--- src/rtl/four_slot_tdm_demux_pkg.sv ---
// Shared encodings for the four-slot TDM receive path: slot indices follow the
// selector's {s1,s0} mapping, plus the alignment state encoding.
package four_slot_tdm_demux_pkg;

    localparam logic [1:0] SLOT0 = 2'b00;
    localparam logic [1:0] SLOT1 = 2'b01;
    localparam logic [1:0] SLOT2 = 2'b10;
    localparam logic [1:0] SLOT3 = 2'b11;

    typedef enum logic {
        HUNT   = 1'b0,
        LOCKED = 1'b1
    } state_t;

endpackage

--- src/rtl/four_slot_tdm_demux.sv ---
// Locks to the frame-sync marker, gathers four slot samples into shadow
// registers and publishes them as one complete frame on out0..out3.
module four_slot_tdm_demux
    import four_slot_tdm_demux_pkg::*;
#(
    parameter int W = 1
) (
    input  logic         clk,
    input  logic         reset,
    input  logic [W-1:0] din,
    input  logic         din_valid,
    input  logic         frame_sync,
    output logic [W-1:0] out0,
    output logic [W-1:0] out1,
    output logic [W-1:0] out2,
    output logic [W-1:0] out3,
    output logic [1:0]   sel,
    output logic         frame_valid,
    output logic         locked,
    output logic         sync_err
);

    state_t       state_q, state_d;
    logic [1:0]   slot_q, slot_d;
    logic [W-1:0] shadow0_q, shadow0_d;
    logic [W-1:0] shadow1_q, shadow1_d;
    logic [W-1:0] shadow2_q, shadow2_d;
    logic [W-1:0] out0_q, out0_d;
    logic [W-1:0] out1_q, out1_d;
    logic [W-1:0] out2_q, out2_d;
    logic [W-1:0] out3_q, out3_d;
    logic         frame_valid_q, frame_valid_d;
    logic         sync_err_q, sync_err_d;

    always_comb begin
        state_d       = state_q;
        slot_d        = slot_q;
        shadow0_d     = shadow0_q;
        shadow1_d     = shadow1_q;
        shadow2_d     = shadow2_q;
        out0_d        = out0_q;
        out1_d        = out1_q;
        out2_d        = out2_q;
        out3_d        = out3_q;
        frame_valid_d = 1'b0;
        sync_err_d    = 1'b0;

        if (din_valid) begin
            case (state_q)
                HUNT: begin
                    if (frame_sync) begin
                        shadow0_d = din;
                        slot_d    = SLOT1;
                        state_d   = LOCKED;
                    end
                end
                LOCKED: begin
                    if (frame_sync) begin
                        // A marker mid-frame restarts the frame at this sample.
                        sync_err_d = (slot_q != SLOT0);
                        shadow0_d  = din;
                        slot_d     = SLOT1;
                    end else begin
                        case (slot_q)
                            SLOT1: begin
                                shadow1_d = din;
                                slot_d    = SLOT2;
                            end
                            SLOT2: begin
                                shadow2_d = din;
                                slot_d    = SLOT3;
                            end
                            SLOT3: begin
                                out0_d        = shadow0_q;
                                out1_d        = shadow1_q;
                                out2_d        = shadow2_q;
                                out3_d        = din;
                                frame_valid_d = 1'b1;
                                slot_d        = SLOT0;
                            end
                            default: begin
                                sync_err_d = 1'b1;
                                state_d    = HUNT;
                                slot_d     = SLOT0;
                            end
                        endcase
                    end
                end
                default: state_d = HUNT;
            endcase
        end
    end

    always_ff @(posedge clk) begin
        if (reset) begin
            state_q       <= HUNT;
            slot_q        <= SLOT0;
            shadow0_q     <= '0;
            shadow1_q     <= '0;
            shadow2_q     <= '0;
            out0_q        <= '0;
            out1_q        <= '0;
            out2_q        <= '0;
            out3_q        <= '0;
            frame_valid_q <= 1'b0;
            sync_err_q    <= 1'b0;
        end else begin
            state_q       <= state_d;
            slot_q        <= slot_d;
            shadow0_q     <= shadow0_d;
            shadow1_q     <= shadow1_d;
            shadow2_q     <= shadow2_d;
            out0_q        <= out0_d;
            out1_q        <= out1_d;
            out2_q        <= out2_d;
            out3_q        <= out3_d;
            frame_valid_q <= frame_valid_d;
            sync_err_q    <= sync_err_d;
        end
    end

    assign out0        = out0_q;
    assign out1        = out1_q;
    assign out2        = out2_q;
    assign out3        = out3_q;
    assign sel         = slot_q;
    assign frame_valid = frame_valid_q;
    assign locked      = (state_q == LOCKED);
    assign sync_err    = sync_err_q;

endmodule
--- config.mk ---
export PLATFORM = sky130hd
export DESIGN_NAME = four_slot_tdm_demux
export DESIGN_NICKNAME = d
export VERILOG_FILES = /design/src/rtl/four_slot_tdm_demux_pkg.sv /design/src/rtl/four_slot_tdm_demux.sv
export SDC_FILE = /design/constraint.sdc
export NUM_CORES = 1
export LEC_CHECK = 0
export BUFFER_PORTS_ARGS = -buffer_cell sky130_fd_sc_hd__buf_2
export CAP_MARGIN = 20
export CORE_AREA = 2 2 39 41
export CTS_CLUSTER_SIZE = 40
export DETAILED_ROUTE_END_ITERATION = 8
export DIE_AREA = 0 0 41 43
export PLACE_DENSITY = 0.7
export SYNTH_ARGS = -nofsm -noshare
export SYNTH_HDL_FRONTEND = slang
export SYNTH_SLANG_ARGS = --single-unit
--- constraint.sdc ---
create_clock -name clk -period 1.35 [get_ports clk]
set_clock_uncertainty 0.05 [all_clocks]
set_input_delay 0.2025 -clock clk [delete_from_list [all_inputs] [get_ports clk]]
set_output_delay 0.2025 -clock clk [all_outputs]
set_load 0.05 [all_outputs]
==> impl_results.md, run 1 <==
- Worst hold path type: in2reg
- Power per cell area: 1040 nW/um^2
- Dpl ws: 173 ps
- Util after Layout: 50.2%
- Min Clock Period, post-route: about 1200 ps
- Clock share of power: between 30% and 40%
- Power Total: 724 uW
- Global-route wire length before repair: 1.43 mm
- Sw Ratio: 23.8%
- Num Clock Sinks: 12
- Antenna-violating nets left: 0
- Vias per cell: roughly 5
- Final Hold Fails: 0
- Syn Std Cell Area: 608 sq um
- Root Driver: clkbuf_4
- CP Launch Point: locked
- CP max stage cell: dfxtp_2
- Final WL: around 950 microns
- Post-synth EDFFs: 0
- Cell Rows: 14
- WP buf/inv: 1
- Peak supply drop: around 410 uV
- Clk buf depth: 2
- Post-route DRC: 0
- Via count: 430
- Die area: 1760 sq um
- Sequential power share: 51.0%
- Max Fclk: 810 MHz
- Detailed placer's ending HPWL: 674 microns
- Leakage power: 0.000310 uW
- Post-CTS setup buffers: 0
- Drt pass-1 iters: 6
- Worst-Skew Late Latency: 270 ps
- Status: complete, no violations
- Initial core utilization: between 40% and 50%
- Remaining Overflow, GRT: 0
- Post-synthesis sequential area ratio: between 30% and 40%
- Crit path arrival time: 980 ps
- CP Cell Sequence: buf_2
- Largest net degree at the start of global routing: 16
- Yosys Warn Count: 0
- Data required, critical path: 1100 ps
- Fin area: 694 sq um
- WS Path Type: reg2out
- Most frequent cells in the layout: buf_2, nand2b_1, dfxtp_1, mux2i_1, ha_1
- Synthesized area per cell: 10.3 sq um
- Critical Path Max Stage Delay: 420 ps
- Yosys reg bits: 12
- GRT Total Usage: 12.3%
- Area Overhead vs Synth: 14.2%
- Final Cycle Share: between 90 and 100%
- Final net count: 82
- Post-synth top flop: dfxtp_1
- Gate count of the mapped netlist: 59
- RSZ-0062 raised after global routing: false
- Ratio of cells with drive above 1 in the final layout: 31.0%
- Vias in the first global route: 340
- Initial antenna violation count: 0
- Worst relative slew slack: a little over four fifths
- Top layer in use: met4
- Max cap viols: 0
- Wire length on met2: 368 microns
- Hold buffers post-CTS: 0
- Avg WL per Cell: 10.9 microns
- DR WL met3: about 60 microns
- Synth cell types: 21
- IO Pins: 14
- Worst-Margin Slew: 223 ps
- Fin cells: 87
- Crit. End Element: output pin
- Max Slew Vio Count: 0
- Met1 Wirelength: ~500 microns
- Port buffer count: 13
- Crit path max fanout: 10
- Commonest non-fill, non-tap cell in the layout: buf_2
- Combinational share of power: 10.0%
- CTS Buf Count: 3
- CTS H-tree lvls: 1
- Clock-pin slew of the registers on the worst-case setup and hold paths: roughly 70 ps
- Final setup vio count: 0
- Ant diodes: 0
- Post-Place Cell Area: ~660 sq um
- Chip Width: ~41 microns
- Startpoint types: flop
- Largest delay share family, worst path: flip-flops
- Post-CTS Resized: 0
- Critical R2R Launch: sel[0]
- Internal Dissipation: 552 uW
- Min-delay src: din
- Die Height: 43 microns
- Final setup margin: 116 ps
- Sw Pwr: 172 uW
- Placed Cells: between 80 and 90
- TritonCTS clock tree: done
- Initial DRC count: 4
- Routability cong.: approximately 0.67
- Core area: 1380 sq um
- Net Count, Synth: 69
- Asr flop ratio synth: 0%
- Fill count: 131
-- layout make-up --
type / count / area (sq um) / area share [%]
multi-input cells: 40 / 322 / 46.3
repair buffers: 13 / 65.1 / 9.37
clock buffers: 4 / 36.3 / 5.23
inverters: 2 / 7.51 / 1.08
well taps: 16 / 20.0 / 2.88
flip-flops and latches: 12 / 244 / 35.1
-- sequential cells by signal, indices dropped and copies added (netlist names) --
register	cells
out3	1
shadow2_q	1
out0	1
out1	1
sel	2
frame_valid	1
locked	1
sync_err	1
shadow0_q	1
out2	1
shadow1_q	1
-- final timing paths --
| kind | to | slack, ps | depth (start not counted) |
|---|---|---|---|
| setup / recovery | locked | 120 | 1 |
| hold / removal | shadow0_q | 140 | 3 |
| setup reg to reg | sel[0] | 160 | 4 |
| hold reg to reg | out3 | 420 | 2 |
-- cells by family (layout without fill, tap and decap cells) --
| family | count (synthesis) | after routing | share of synthesized area (%) |
|---|---|---|---|
| and+or+nand+nor | 21 | 21 | 23.0 |
| AOI/OAI and AO/OA | 8 | 8 | 9.67 |
| adders and majority gates | 5 | 5 | 10.3 |
| DFF | 12 | 12 | 39.5 |
| muxes | 6 | 6 | 9.88 |
| buffers and inverters | 7 | 19 | 7.61 |
-- cells in the mapped netlist, drive strengths merged, types with 2 or more instances --
library cell | count | area, sq um
dfxtp | 12 | 240
nand2b | 10 | 62.6
mux2i | 6 | 60.1
ha | 5 | 62.6
buf | 4 | 35.0
nand4b | 4 | 35.0
a211oi | 2 | 15.0
a21bo | 2 | 20.0
a21oi | 2 | 10.0
inv | 2 | 7.51
nand2 | 2 | 7.51
-- metal layers --
layer / track usage, % / vias to the layer above
met1: 17.6 / 190
met4: 10.0 / 0
met2: 14.7 / 11
met3: 3.14 / 2
li1: - / 227
met5: 0 / -
-- power groups by stage --
stage	combinational (uW)	sequential [uW]	clock, uW
floorplan	45.3	391	0
global placement	73.8	377	0
detailed placement	73.2	377	0
CTS	73.3	369	292
global route	79.3	371	322
finish	72.6	369	282
-- stage by stage --
stage / hold slack, ps / setup TNS, ps
4_1_cts: 140 / 0
3_3_place_gp: 405 / 0
2_1_floorplan: 300 / -2.44
3_5_place_dp: 410 / 0
6_report: 142 / 0
5_1_grt: 145 / 0
Power figures use the tool's default switching activity.
==> inputs of run 2 (changes only) <==
CORE_AREA = default   (was 2 2 39 41)
CORE_UTILIZATION = 45   (was default)
DIE_AREA = default   (was 0 0 41 43)
PLACE_DENSITY = 0.72   (was 0.7)
clock period = 1.1 ns   (was 1.35 ns; I/O delays follow)
==> run 2 against run 1 <==
  * The run now ends with negative setup slack left
  * Register-to-register slack worse by 210 ps
  * Critical path type is now reg2reg
  * Die area fell by 15%
  * Core utilization up 18 points
==> impl_results.md, run 2 (synthesis results as in run 1) <==
- Core area: 1190 sq um
- Vias per cell: 5.15
- Clk buf depth: 2
- Crit path arrival time: 1300 ps
- Critical Path Max Stage Delay: 410 ps
- Final setup margin: -51.5 ps
- Power per cell area: 1140 nW/um^2
- WHS Endpoint: shadow0_q
- Avg WL per Cell: 12.9 microns
- Crit. End Element: flop
- CP Cell Sequence: ha_4 -> and4b_2 -> mux2i_1
- Critical R2R Launch: sel[1]
- Chip Width: 38.8 microns
- CP max stage cell: dfxtp_4
- Via count: 448
- Commonest non-fill, non-tap cell in the layout: nand2b_1
- Failing checks: negative setup slack
- Final Cycle Share: 105%
- Final Hold Fails: 0
- Util after Layout: 68.5%
- Startpoint types: flop
- Routability cong.: 0.639
- Peak supply drop: ~1100 uV
- Initial DRC count: 4
- Clock-pin slew of the registers on the worst-case setup and hold paths: approximately 80 ps
- Die area: 1500 sq um
- Hold Path Cell Cnt: 3
- Worst-Skew Late Latency: 270 ps
- Port buffer count: 13
- Drt pass-1 iters: 2
- Post-route DRC: 0
- Initial core utilization: 51.3%
- Final setup vio count: 5
- TritonCTS clock tree: done
- Max cap viols: 0
- CTS Buf Count: 3
- Max Slew Vio Count: 0
- Leakage power: 0.000320 uW
- Initial antenna violation count: 0
- Dpl ws: -12.4 ps
- Num Clock Sinks: 12
- Antenna-violating nets left: 0
- Min-delay src: din
- GRT Total Usage: between 15 and 20%
- Max reg flops: 2
- Area Overhead vs Synth: 33.5%
- Root Driver: clkbuf_4
- Min Clock Period, post-route: 1150 ps
- Capture instance of the worst register-to-register path: out3
- WS Path Type: reg2reg
- Hold buffers post-CTS: 0
- Crit path max fanout: 5
- Ant diodes: 0
- RSZ-0062 raised after global routing: true
- Die Height: 38.8 microns
- Max Fclk: 868 MHz
- Status: finished with violations
- Worst-Margin Slew: around 290 ps
- Remaining Overflow, GRT: 0
- Global-route wire length before repair: 1.70 mm
- Worst relative slew slack: 80.4%
- Final WL: 1.13 mm
- Data required, critical path: 1250 ps
- Vias in the first global route: 393
- Most frequent cells in the layout: nand2b_1, dfxtp_1, clkbuf_4, mux2i_1, buf_2
- IO Pins: 14
- CTS H-tree lvls: 1
- Largest net degree at the start of global routing: 16
- Ratio of cells with drive above 1 in the final layout: 49.3%
- Worst hold path type: in2reg
- Reg2Reg Depth: 3
- Cell Rows: 12
- Final net count: 84
- Fill count: between 100 and 150
- Reg2Reg Setup Slack: -50 ps
run 2: changes by cell type in the layout (fill, tap and decap cells not counted), moves of 3 or more:
cell | before | now
buf_2 | 13 | 6
dfxtp_2 | 3 | 0
ha_4 | 0 | 3
ha_1 | 5 | 0
clkbuf_4 | 3 | 7
dfxtp_4 | 0 | 3
buf_4 | 0 | 5
run 2: worst max-delay path by stage:
stage | from | end | slack (ps)
2_1_floorplan | sel[0] | out3 | -70
3_3_place_gp | sel[0] | sel[0] | -10
3_5_place_dp | sel[1] | out2 | -10
4_1_cts | sel[0] | sel[0] | -20
5_1_grt | sel[1] | out3 | -80
6_report | sel[1] | out3 | -50
run 2: routing by layer:
metal	vias up	global-route usage, %	routed length (microns)
met3	4	3.47	34
li1	232	-	-
met2	10	26.7	529
met1	202	21.6	524
met5	-	0	0
met4	0	10.3	36
run 2: worst max-delay path: cells and delay by family (launching register included):
family                     cells  cell delay (ps)
adders and majority gates      1              140
DFF                            1              410
and+or+nand+nor                1              270
muxes                          1              210
run 2: layout make-up:
cell class              count  area, sq um  area share [%]
inverters                   2         15.0            1.85
flip-flops and latches     12          251            31.0
well taps                  14         17.5            2.16
clock buffers               4         36.3            4.47
multi-input cells          40          394            48.5
repair buffers             15         97.6            12.0
run 2: metrics by stage:
stage	setup TNS, ps	hold WS, ps	area (sq um)	cells	total power (uW)
floorplan	-301	262	639	59	536
global placement	-10.8	383	698	83	558
detailed placement	-30.0	386	698	83	558
CTS	-54.6	98.6	753	87	912
global route	-404	105	812	87	966
finish	-99.2	101	812	87	922
run 2: report_power, final:
group	leakage [uW]	total (uW)	switching [uW]	internal [uW]
combinational	0.000200	115	65.8	49.4
clock	0.0000210	354	153	201
sequential	0.0000993	453	14.5	439
total	0.000320	922	233	689
run 2: repair_timing:
| item | in CTS | in global routing |
|---|---|---|
| endpoints found under the setup margin | 7 | 14 |
| buffers inserted | 0 | 0 |
| gates resized for setup | 5 | 13 |
| pin swaps | 3 | 5 |
